<file path="src/rtl/ysyx_23060111_lsu_if.sv">
// Signal bundle between the LSU, the EXU that feeds it, the word-wide memory
// bus and the writeback stage. The LSU takes the slave view; the surrounding
// environment (EXU, memory, writeback) takes the master view.
interface ysyx_23060111_lsu_if;
    // EXU -> LSU operation handshake
    logic        in_valid;
    logic        in_ready;
    logic        in_is_store;
    logic [2:0]  in_funct3;
    logic [31:0] in_addr;
    logic [31:0] in_wdata;
    logic [4:0]  in_rd;

    // LSU <-> memory bus
    logic        mem_req_valid;
    logic        mem_req_ready;
    logic [31:0] mem_addr;
    logic        mem_wen;
    logic [3:0]  mem_wmask;
    logic [31:0] mem_wdata;
    logic        mem_rsp_valid;
    logic [31:0] mem_rdata;

    // LSU -> writeback
    logic        wb_valid;
    logic        wb_ready;
    logic        wb_we;
    logic [4:0]  wb_rd;
    logic [31:0] wb_data;
    logic        wb_err;
    logic [1:0]  wb_err_cause;

    modport slave (
        input  in_valid, in_is_store, in_funct3, in_addr, in_wdata, in_rd,
        input  mem_req_ready, mem_rsp_valid, mem_rdata,
        input  wb_ready,
        output in_ready,
        output mem_req_valid, mem_addr, mem_wen, mem_wmask, mem_wdata,
        output wb_valid, wb_we, wb_rd, wb_data, wb_err, wb_err_cause
    );

    modport master (
        output in_valid, in_is_store, in_funct3, in_addr, in_wdata, in_rd,
        output mem_req_ready, mem_rsp_valid, mem_rdata,
        output wb_ready,
        input  in_ready,
        input  mem_req_valid, mem_addr, mem_wen, mem_wmask, mem_wdata,
        input  wb_valid, wb_we, wb_rd, wb_data, wb_err, wb_err_cause
    );
endinterface

</file>
<file path="src/rtl/ysyx_23060111_lsu.sv">
// ysyx_23060111 load/store unit: one memory operation at a time, word-wide
// valid/ready bus, aligned and extended load results, error reporting for
// misaligned accesses, illegal funct3 codes and bus timeouts.
module ysyx_23060111_lsu #(
    parameter int TIMEOUT = 255,
    parameter int CNT_W   = 8
) (
    input logic                   clk,
    input logic                   rst,
    ysyx_23060111_lsu_if.slave    bus
);

    typedef enum logic [1:0] {
        S_IDLE = 2'd0,
        S_REQ  = 2'd1,
        S_RESP = 2'd2,
        S_DONE = 2'd3
    } state_t;

    localparam logic [CNT_W-1:0] TO_LIMIT = CNT_W'(TIMEOUT);
    localparam logic [1:0] CAUSE_NONE    = 2'b00;
    localparam logic [1:0] CAUSE_MISALGN = 2'b01;
    localparam logic [1:0] CAUSE_ILLEGAL = 2'b10;
    localparam logic [1:0] CAUSE_TIMEOUT = 2'b11;

    state_t           r_state;
    state_t           w_next;

    // Operation captured at acceptance; payload is not reset because every
    // output that exposes it is gated by the (reset) state.
    logic             r_is_store;
    logic [2:0]       r_funct3;
    logic [31:0]      r_addr;
    logic [31:0]      r_wdata;
    logic [4:0]       r_rd;
    logic [31:0]      r_rdata;

    logic [1:0]       r_cause;
    logic [CNT_W-1:0] r_cnt;

    logic             w_accept;
    logic             w_timeout;
    logic             w_legal;
    logic             w_misalign;
    logic [1:0]       w_chk_cause;
    logic             w_load_ok;

    // Store byte-lane enables for SB/SH/SW at the given byte offset.
    function automatic logic [3:0] store_mask(input logic [2:0] f3, input logic [1:0] off);
        logic [3:0] m;
        case (f3[1:0])
            2'b00:   m = 4'b0001 << off;
            2'b01:   m = 4'b0011 << off;
            default: m = 4'b1111;
        endcase
        return m;
    endfunction

    // Store data replicated so the active lanes carry the right bytes.
    function automatic logic [31:0] store_data(input logic [2:0] f3, input logic [31:0] wd);
        logic [31:0] d;
        case (f3[1:0])
            2'b00:   d = {4{wd[7:0]}};
            2'b01:   d = {2{wd[15:0]}};
            default: d = wd;
        endcase
        return d;
    endfunction

    // Shift the addressed bytes down to bit 0, then sign or zero extend.
    function automatic logic [31:0] load_extract(input logic [2:0] f3, input logic [1:0] off,
                                                 input logic [31:0] word);
        logic        [31:0] sh;
        logic signed [7:0]  sb;
        logic signed [15:0] shw;
        logic signed [31:0] res;
        sh  = word >> {off, 3'b000};
        sb  = sh[7:0];
        shw = sh[15:0];
        case (f3)
            3'b000:  res = 32'(sb);
            3'b001:  res = 32'(shw);
            3'b100:  res = {24'd0, sh[7:0]};
            3'b101:  res = {16'd0, sh[15:0]};
            default: res = sh;
        endcase
        return res;
    endfunction

    assign w_accept  = (r_state == S_IDLE) && bus.in_valid;
    assign w_timeout = (TIMEOUT != 0) && (r_cnt == TO_LIMIT) &&
                       ((r_state == S_REQ) || (r_state == S_RESP));
    assign w_load_ok = !r_is_store && (r_cause == CAUSE_NONE);

    // Decode legality and alignment of the operation presented by the EXU.
    always_comb begin
        w_legal    = 1'b0;
        w_misalign = 1'b0;
        if (bus.in_is_store) begin
            w_legal = (bus.in_funct3 == 3'b000) || (bus.in_funct3 == 3'b001) ||
                      (bus.in_funct3 == 3'b010);
        end else begin
            w_legal = (bus.in_funct3 == 3'b000) || (bus.in_funct3 == 3'b001) ||
                      (bus.in_funct3 == 3'b010) || (bus.in_funct3 == 3'b100) ||
                      (bus.in_funct3 == 3'b101);
        end
        if (bus.in_funct3[1:0] == 2'b01) begin
            w_misalign = bus.in_addr[0];
        end else if (bus.in_funct3[1:0] == 2'b10) begin
            w_misalign = (bus.in_addr[1:0] != 2'b00);
        end
        if (!w_legal) begin
            w_chk_cause = CAUSE_ILLEGAL;
        end else if (w_misalign) begin
            w_chk_cause = CAUSE_MISALGN;
        end else begin
            w_chk_cause = CAUSE_NONE;
        end
    end

    // State register.
    always_ff @(posedge clk) begin
        if (rst) begin
            r_state <= S_IDLE;
        end else begin
            r_state <= w_next;
        end
    end

    // Next-state logic; the watchdog wins over a same-cycle handshake or response.
    always_comb begin
        w_next = r_state;
        case (r_state)
            S_IDLE: begin
                if (bus.in_valid) begin
                    w_next = (w_chk_cause != CAUSE_NONE) ? S_DONE : S_REQ;
                end
            end
            S_REQ: begin
                if (w_timeout) begin
                    w_next = S_DONE;
                end else if (bus.mem_req_ready) begin
                    w_next = S_RESP;
                end
            end
            S_RESP: begin
                if (w_timeout || bus.mem_rsp_valid) begin
                    w_next = S_DONE;
                end
            end
            S_DONE: begin
                if (bus.wb_ready) begin
                    w_next = S_IDLE;
                end
            end
            default: w_next = S_IDLE;
        endcase
    end

    // Error cause and watchdog counter (control, reset).
    always_ff @(posedge clk) begin
        if (rst) begin
            r_cause <= CAUSE_NONE;
            r_cnt   <= '0;
        end else begin
            if (w_accept) begin
                r_cause <= w_chk_cause;
                r_cnt   <= '0;
            end else if (w_timeout) begin
                r_cause <= CAUSE_TIMEOUT;
            end else if ((r_state == S_REQ) || (r_state == S_RESP)) begin
                r_cnt <= r_cnt + CNT_W'(1);
            end
        end
    end

    // Operation payload capture and load result capture (data, not reset).
    always_ff @(posedge clk) begin
        if (w_accept) begin
            r_is_store <= bus.in_is_store;
            r_funct3   <= bus.in_funct3;
            r_addr     <= bus.in_addr;
            r_wdata    <= bus.in_wdata;
            r_rd       <= bus.in_rd;
        end
        if ((r_state == S_RESP) && bus.mem_rsp_valid && !w_timeout) begin
            r_rdata <= load_extract(r_funct3, r_addr[1:0], bus.mem_rdata);
        end
    end

    // Outputs decoded from state and the captured operation.
    always_comb begin
        bus.in_ready      = (r_state == S_IDLE);
        bus.mem_req_valid = 1'b0;
        bus.mem_addr      = 32'd0;
        bus.mem_wen       = 1'b0;
        bus.mem_wmask     = 4'd0;
        bus.mem_wdata     = 32'd0;
        bus.wb_valid      = 1'b0;
        bus.wb_we         = 1'b0;
        bus.wb_rd         = 5'd0;
        bus.wb_data       = 32'd0;
        bus.wb_err        = 1'b0;
        bus.wb_err_cause  = 2'b00;
        if ((r_state == S_REQ) && !w_timeout) begin
            bus.mem_req_valid = 1'b1;
            bus.mem_addr      = {r_addr[31:2], 2'b00};
            bus.mem_wen       = r_is_store;
            if (r_is_store) begin
                bus.mem_wmask = store_mask(r_funct3, r_addr[1:0]);
                bus.mem_wdata = store_data(r_funct3, r_wdata);
            end
        end
        if (r_state == S_DONE) begin
            bus.wb_valid     = 1'b1;
            bus.wb_we        = w_load_ok;
            bus.wb_rd        = r_is_store ? 5'd0 : r_rd;
            bus.wb_data      = w_load_ok ? r_rdata : 32'd0;
            bus.wb_err       = (r_cause != CAUSE_NONE);
            bus.wb_err_cause = r_cause;
        end
    end

endmodule

</file>
<file path="src/flat_wrapper.sv">
// flat-port wrapper written by rule: the top's interface ports become plain ports
module ysyx_23060111_lsu_flat 
#(
    parameter int TIMEOUT = 255,
    parameter int CNT_W   = 8
)
  (clk, rst, bus_in_valid, bus_in_is_store, bus_in_funct3, bus_in_addr, bus_in_wdata, bus_in_rd, bus_mem_req_ready, bus_mem_rsp_valid, bus_mem_rdata, bus_wb_ready, bus_in_ready, bus_mem_req_valid, bus_mem_addr, bus_mem_wen, bus_mem_wmask, bus_mem_wdata, bus_wb_valid, bus_wb_we, bus_wb_rd, bus_wb_data, bus_wb_err, bus_wb_err_cause);
  ysyx_23060111_lsu_if bus_i ();
  input logic clk;
  input logic rst;
  input wire logic [$bits(bus_i.in_valid)-1:0] bus_in_valid;
  input wire logic [$bits(bus_i.in_is_store)-1:0] bus_in_is_store;
  input wire logic [$bits(bus_i.in_funct3)-1:0] bus_in_funct3;
  input wire logic [$bits(bus_i.in_addr)-1:0] bus_in_addr;
  input wire logic [$bits(bus_i.in_wdata)-1:0] bus_in_wdata;
  input wire logic [$bits(bus_i.in_rd)-1:0] bus_in_rd;
  input wire logic [$bits(bus_i.mem_req_ready)-1:0] bus_mem_req_ready;
  input wire logic [$bits(bus_i.mem_rsp_valid)-1:0] bus_mem_rsp_valid;
  input wire logic [$bits(bus_i.mem_rdata)-1:0] bus_mem_rdata;
  input wire logic [$bits(bus_i.wb_ready)-1:0] bus_wb_ready;
  output wire logic [$bits(bus_i.in_ready)-1:0] bus_in_ready;
  output wire logic [$bits(bus_i.mem_req_valid)-1:0] bus_mem_req_valid;
  output wire logic [$bits(bus_i.mem_addr)-1:0] bus_mem_addr;
  output wire logic [$bits(bus_i.mem_wen)-1:0] bus_mem_wen;
  output wire logic [$bits(bus_i.mem_wmask)-1:0] bus_mem_wmask;
  output wire logic [$bits(bus_i.mem_wdata)-1:0] bus_mem_wdata;
  output wire logic [$bits(bus_i.wb_valid)-1:0] bus_wb_valid;
  output wire logic [$bits(bus_i.wb_we)-1:0] bus_wb_we;
  output wire logic [$bits(bus_i.wb_rd)-1:0] bus_wb_rd;
  output wire logic [$bits(bus_i.wb_data)-1:0] bus_wb_data;
  output wire logic [$bits(bus_i.wb_err)-1:0] bus_wb_err;
  output wire logic [$bits(bus_i.wb_err_cause)-1:0] bus_wb_err_cause;
  assign bus_i.in_valid = bus_in_valid;
  assign bus_i.in_is_store = bus_in_is_store;
  assign bus_i.in_funct3 = bus_in_funct3;
  assign bus_i.in_addr = bus_in_addr;
  assign bus_i.in_wdata = bus_in_wdata;
  assign bus_i.in_rd = bus_in_rd;
  assign bus_i.mem_req_ready = bus_mem_req_ready;
  assign bus_i.mem_rsp_valid = bus_mem_rsp_valid;
  assign bus_i.mem_rdata = bus_mem_rdata;
  assign bus_i.wb_ready = bus_wb_ready;
  assign bus_in_ready = bus_i.in_ready;
  assign bus_mem_req_valid = bus_i.mem_req_valid;
  assign bus_mem_addr = bus_i.mem_addr;
  assign bus_mem_wen = bus_i.mem_wen;
  assign bus_mem_wmask = bus_i.mem_wmask;
  assign bus_mem_wdata = bus_i.mem_wdata;
  assign bus_wb_valid = bus_i.wb_valid;
  assign bus_wb_we = bus_i.wb_we;
  assign bus_wb_rd = bus_i.wb_rd;
  assign bus_wb_data = bus_i.wb_data;
  assign bus_wb_err = bus_i.wb_err;
  assign bus_wb_err_cause = bus_i.wb_err_cause;
  ysyx_23060111_lsu #(.TIMEOUT(TIMEOUT), .CNT_W(CNT_W)) u_core (.clk(clk), .rst(rst), .bus(bus_i));
endmodule
</file>
<file path="config.mk">
export PLATFORM = sky130hd
export DESIGN_NAME = ysyx_23060111_lsu_flat
export DESIGN_NICKNAME = d
export VERILOG_FILES = /design/src/rtl/ysyx_23060111_lsu_if.sv /design/src/rtl/ysyx_23060111_lsu.sv /design/src/flat_wrapper.sv
export SDC_FILE = /design/constraint.sdc
export NUM_CORES = 1
export LEC_CHECK = 0
export CAP_MARGIN = 10
export CORE_ASPECT_RATIO = 1.1
export CORE_MARGIN = 2
export CORE_UTILIZATION = 44
export DETAILED_ROUTE_END_ITERATION = 12
export GPL_TIMING_DRIVEN = 0
export PLACE_DENSITY_LB_ADDON = 0.25
export SYNTH_ARGS = -nofsm -noshare
export SYNTH_HDL_FRONTEND = slang
export SYNTH_SLANG_ARGS = --single-unit
</file>
<file path="constraint.sdc">
create_clock -name clk -period 4.1 [get_ports clk]
set_input_delay 0.41 -clock clk [delete_from_list [all_inputs] [get_ports clk]]
set_output_delay 0.41 -clock clk [all_outputs]
set_load 0.02 [all_outputs]
</file>
; ---- Yosys cells after proc, flatten, opt, wreduce, memory -nomap -nowiden
; Index checks and enable logic that the tools add are counted.
[classes]
add_sub_neg = 1
eq_ne = 18
shifts = 3
muxes = 32
bitwise_logic = 1
n_reduce_logical = 26
[ops]
columns = operator, count
row1 = 32-bit two-way mux, 5
row2 = 32-bit one-hot mux with 4 select lines, 1
row3 = 32-bit one-hot mux with 2 select lines, 1
row4 = 32-bit by 5-bit >> shifter with 32-bit output, 1
row5 = 2-bit two-way mux, 10
row6 = 3-bit == test (second input constant), 4
row7 = 5-bit two-way mux, 2
row8 = 1-bit two-way mux, 9
row9 = 8-bit by 1-bit adder with 8-bit output (second input constant), 1
row10 = 8-bit == test (second input constant), 1
row11 = 4-bit two-way mux, 2
row12 = 2-bit one-hot mux with 4 select lines, 1
row13 = 4-bit one-hot mux with 2 select lines, 1
row14 = 2-bit nonzero test, 4
row15 = 2-bit by 1-bit == test with 1-bit output (second input constant), 3
row16 = 2-bit == test (second input constant), 3
row17 = 3-bit by 1-bit == test with 1-bit output (second input constant), 2
row18 = 1-bit logical AND, 6
row19 = 2-bit logical NOT, 3
row20 = 3-bit logical NOT, 2
row21 = 1-bit logical OR, 6
row22 = 2-bit != test (second input constant), 2
row23 = 4-bit AND reduction, 1
row24 = 1-bit by 2-bit << shifter with 4-bit output (first input constant), 1
row25 = other kinds (8), 9
[totals]
reg_bits = 117
input_bits = 111
out_inout_bits = 113
elab_cells = 90

; ---- Longest topological paths before layout
[depth]
word_depth = 11
ltp_mapped = 8
depth_no_buf = 6

; ---- Worst setup path after synthesis
; No wires, ideal clock.
[synth_timing]
path_type = register -> register
startpoint = register u_core.r_state[0]
endpoint = register u_core.r_cnt[2]
setup_time_ns = 0.128
arrival_time_ns = 3.669
required_ns = 3.972
path_slack_ns = 0.303
stages_incl_launch_ff = 8
path_buffers = 2
synth_period_minus_slack_ns = 3.797
path_cell_list = dfxtp_1 -> inv_1 -> ha_1 -> and2_1 -> clkbuf_1 -> or2_2 -> clkbuf_1 -> nor3_1
[synth_between]
elab_cells_between_ends = 9
cone_classes = eq/ne (2) / bitwise (1) / reduce/logical (6)
[synth_lines]
columns = element, line
row1 = start: declaration, ysyx_23060111_lsu.sv:26  ; state_t r_state;
row2 = start signal: assignment, ysyx_23060111_lsu.sv:126  ; r_state <= w_next;
row3 = 2-bit logical NOT, n/a
row4 = via bus_in_ready, flat_wrapper.sv:21  ; output wire logic [$bits(bus_i.in_ready)-1:0] bus_in_ready;
row5 = 1-bit logical AND, ysyx_23060111_lsu.sv:90  ; assign w_accept = (r_state == S_IDLE) && bus.in_valid;
row6 = via u_core.w_accept, ysyx_23060111_lsu.sv:41  ; logic w_accept;
row7 = 2-bit OR reduction (no line), n/a
row8 = end signal: assignment, ysyx_23060111_lsu.sv:172  ; r_cnt <= r_cnt + CNT_W'(1);
row9 = end: declaration, ysyx_23060111_lsu.sv:39  ; logic [CNT_W-1:0] r_cnt;
; The timed path passes the listed nets, and every way through them passes these cells.
; A chain may end at the register's enable or synchronous reset.

; ---- Worst setup path after layout
[layout_timing]
startpoint = register u_core.r_state[0]
endpoint = output port bus_mem_addr[18]
[layout_between]
elab_chain_cells = 6
elab_cells_between_ends = 7
cone_classes = eq/ne (2) / mux (1) / reduce/logical (4)
[layout_lines]
columns = element, line
row1 = 2-bit by 1-bit == test with 1-bit output or 2-bit == test (tied branches), "ysyx_23060111_lsu.sv:92, ysyx_23060111_lsu.sv:205"
row2 = 1-bit logical OR, ysyx_23060111_lsu.sv:92  ; ((r_state == S_REQ) || (r_state == S_RESP));
row3 = 1-bit logical AND, ysyx_23060111_lsu.sv:91  ; assign w_timeout = (TIMEOUT != 0) && (r_cnt == TO_LIMIT) &&
row4 = 1-bit logical NOT, ysyx_23060111_lsu.sv:205  ; if ((r_state == S_REQ) && !w_timeout) begin
row5 = 1-bit logical AND (*), ysyx_23060111_lsu.sv:205
row6 = 32-bit two-way mux (*), ysyx_23060111_lsu.sv:205
row7 = end: declaration, flat_wrapper.sv:23  ; output wire logic [$bits(bus_i.mem_addr)-1:0] bus_mem_addr;
; Mark *: on every way between the ends. The rest lies on a longest branch, timed or not.

==> metrics.yaml <==
port_buffers: 221
max_clock_freq_mhz: 303
holdPathEnd: "u_core.r_cnt[5]"
netlist.area_leader.share: 0.556
post_synth_num_cell_types: 50
final.setup_skew_ps: 6.21
p_leak_nw: 3.38
grt_pass1_wl_mm: 25.1
placeableCoreArea_um2: 12600
drtPass1Iterations: 6
final_nets: 856
hold_depth: 2
post_cts.repair.setup_buffers: 0
dr.first_iter.drc_count: 311
antenna_found_initial: 0
finalWeightedCongestion: 0.992
cp_max_fo: 10
report.final.setup_viol: 0
io_pins: 224
synthesis.yosys.warnings: 0
numCtsBuffers: 17
timing_hold_violations_final: 0
synth_cells: 497
cts_max_level: 4
cap_viol_max_count: 0
timing.slew.headroom: 0.551
route.final.wire_length_mm: 16.4
status: "finished, final reports clean"
die_width_um: 112
kind_of_start_point_of_the_critical_path: "register"
area_growth_syn_to_layout_pct: 54.3
drt.antenna.violating_nets: 0
grt_max_degree: 49
syn_area_um2: 5670
end_kind: "primary output"
vias_per_cell: 5.36
ff2ff_path_depth: 8
design.die.area_um2: 13800
synth_top_family_by_area: "simple AND/OR/NAND/NOR gates"
clkTransAtPathRegs_ps: 50
reg2reg_from: "u_core.r_state[0]"
layout.cells.non_filler: 910
ys_dominant_reg_cell: "edfxtp_1"
final_area_um2: 8740
post_synth_edffs: 105
tritoncts: "built"
rrSetupSlack_ps: 1720
finalCriticalPeriod_ps: 3300
synth_simple_gate_area_frac: 0.187
min_from: "u_core.r_cnt[5]"
timing_max_transition_violations_final: 0
max_slew.worst_pin.slew_ps: 674
adder_and_majority_cell_fraction_of_the_synthesized_area: 0.0110
hp-class: "reg -> reg"
num_antenna_cells: 0
syn_avg_cell_area_um2: 11.4
number_of_global_route_vias_before_repair: 4915
ctsRootBufferMaster: "clkbuf_16"
rows: 43
drt_drc_violations_left: 0
post_synth_xor_area_fraction: 0.00464
vdd.ir_drop.worst_uv: 286
overflow: 0
post-dp-hpwl_mm: 12.4
post_route_cells_drive_above_1_share: 0.0797
power.total_mw: 4.64
grt_usage: 0.236
dp_cells: 878
synth.yosys.seq_area_share: 0.599
worst_skew_pair.late_latency_ps: 410
wire_per_inst_um: 18.0
netlist_top_cells_area: "edfxtp_1 56%, mux2i_1 6.4%, and3_1 4.5%"
place_area_um2: 8130
required_ps: 3690
vias: 4875
timing.final.crit_share: 0.805
postCtsHoldBufs: 0
async_reset_ff_frac: 0
floorplan.initialDensity: 0.450
cts.repair.resized: 0
pwr_density_cell_nw_per_um2: 531
synth_seq_cells: 117
synth_largest_area_cell: "edfxtp_1"
cts.sinks: 117
timing.rr.end: "u_core.r_cnt[7]"
max-clock-path-buffers: 2
path_class: "reg -> out"
synth.area.mux_share: 0.0636
synthesized_area_fraction_occupied_by_ao_oa_aoi_and_oai_cells: 0.0932
setup.worst_path.start: "u_core.r_state[0]"
floorplan.die.height_um: 123
worstPathArrival_ps: 2890
unrepaired_setup_endpoints_after_global_routing: "false"
==> critical path, cell delays in order, from the launching register on <==
cell,delay [ps]
dfxtp_1,410
inv_1,110
ha_1,420
a41oi_2,320
clkbuf_2,270
buf_4,190
and2_1,140
clkdlybuf4s50_1,630
==> synthesized netlist by cell type (2+ instances only) <==
| library cell | count |
|---|---|
| and3_1 | 41 |
| edfxtp_1 | 105 |
| a211oi_1 | 7 |
| and2_1 | 38 |
| nor3_1 | 3 |
| nand4_1 | 2 |
| xnor2_1 | 2 |
| clkbuf_1 | 12 |
| buf_6 | 3 |
| nand3_1 | 3 |
| nor2b_1 | 10 |
| nand2_1 | 40 |
| a221oi_1 | 2 |
| buf_2 | 14 |
| a311oi_1 | 4 |
| o21ai_0 | 18 |
| a21oi_1 | 39 |
| buf_1 | 2 |
| nor2_1 | 52 |
| clkbuf_2 | 2 |
| o22ai_1 | 2 |
| ha_1 | 5 |
| buf_4 | 4 |
| a2111o_1 | 2 |
| dfxtp_1 | 12 |
| mux2i_1 | 36 |
| nand2b_1 | 5 |
| or3_1 | 2 |
| inv_1 | 9 |
==> layout by cell type (no fill, tap or decap), types with 3 or more instances in the layout <==
cell type,instances
and2_1,38
o21ai_0,18
buf_4,4
nand2_1,40
nor3_1,3
nor2_1,52
dfxtp_1,12
bufinv_16,4
nand3_1,3
clkbuf_1,11
buf_6,3
a311oi_1,4
edfxtp_1,105
clkinv_1,4
nor2b_1,10
a211oi_1,7
ha_1,5
clkinvlp_4,5
nand2b_1,5
clkdlybuf4s50_1,221
a21oi_1,39
buf_2,14
and3_1,41
clkbuf_16,17
mux2i_1,36
inv_1,9
==> cells by family after synthesis <==
family / after synthesis
DFF: 117
AOI/OAI and AO/OA: 85
muxes: 36
buffers and inverters: 46
xor gates and xnor gates: 3
and+or+nand+nor: 204
adders and majority gates: 5
other: 1
==> state kept, by name, indices dropped and copies added, names as in the netlist <==
signal             count
u_core.r_addr         32
u_core.r_rd            5
u_core.r_rdata        32
u_core.r_cnt           8
u_core.r_funct3        3
u_core.r_cause         2
u_core.r_state         2
u_core.r_wdata        32
u_core.r_is_store      1
==> area by class of cell <==
| cell class | instances | area (um2) |
|---|---|---|
| multi-input cells | 335 | 2050 |
| inverters | 9 | 33.8 |
| repair buffers | 223 | 2260 |
| plain buffers | 37 | 200 |
| clock buffers | 17 | 425 |
| well taps | 157 | 196 |
| fillers | 946 | 3850 |
| flip-flops and latches | 117 | 3390 |
| clock inverters | 15 | 186 |
==> how the worst max path moves through the flow <==
| stage | end | cells after the start |
|---|---|---|
| finish | bus_mem_addr[18] | 7 |
| global route | bus_mem_addr[18] | 7 |
| CTS | bus_mem_addr[18] | 7 |
| detailed placement | bus_mem_addr[16] | 7 |
| global placement | u_core.r_cnt[5] | 6 |
| floorplan | u_core.r_cnt[2] | 7 |
==> stage by stage <==
| stage | util | hold WS (ps) | TNS (ps) | worst slack, ps |
|---|---|---|---|---|
| finish | 0.694 | 535 | 0 | 800 |
| global route | 0.694 | 538 | 0 | 578 |
| detailed placement | 0.646 | 523 | 0 | 1220 |
| floorplan | - | 477 | 0 | 303 |
| CTS | 0.694 | 529 | 0 | 764 |
| global placement | 0.642 | 493 | -25380 | -692 |
==> routing by layer <==
metal  wire length, um  GRT usage
met4               359     0.0930
met5                 0          0
met3              1720     0.0961
met1              5850      0.250
met2              8420      0.422
==> where the power goes <==
part / switching, mW / internal, mW
logic: 0.801 / 0.576
clock network: 0.523 / 1.01
registers: 0.101 / 1.64
No activity file was read; power rests on OpenSTA's default activity.
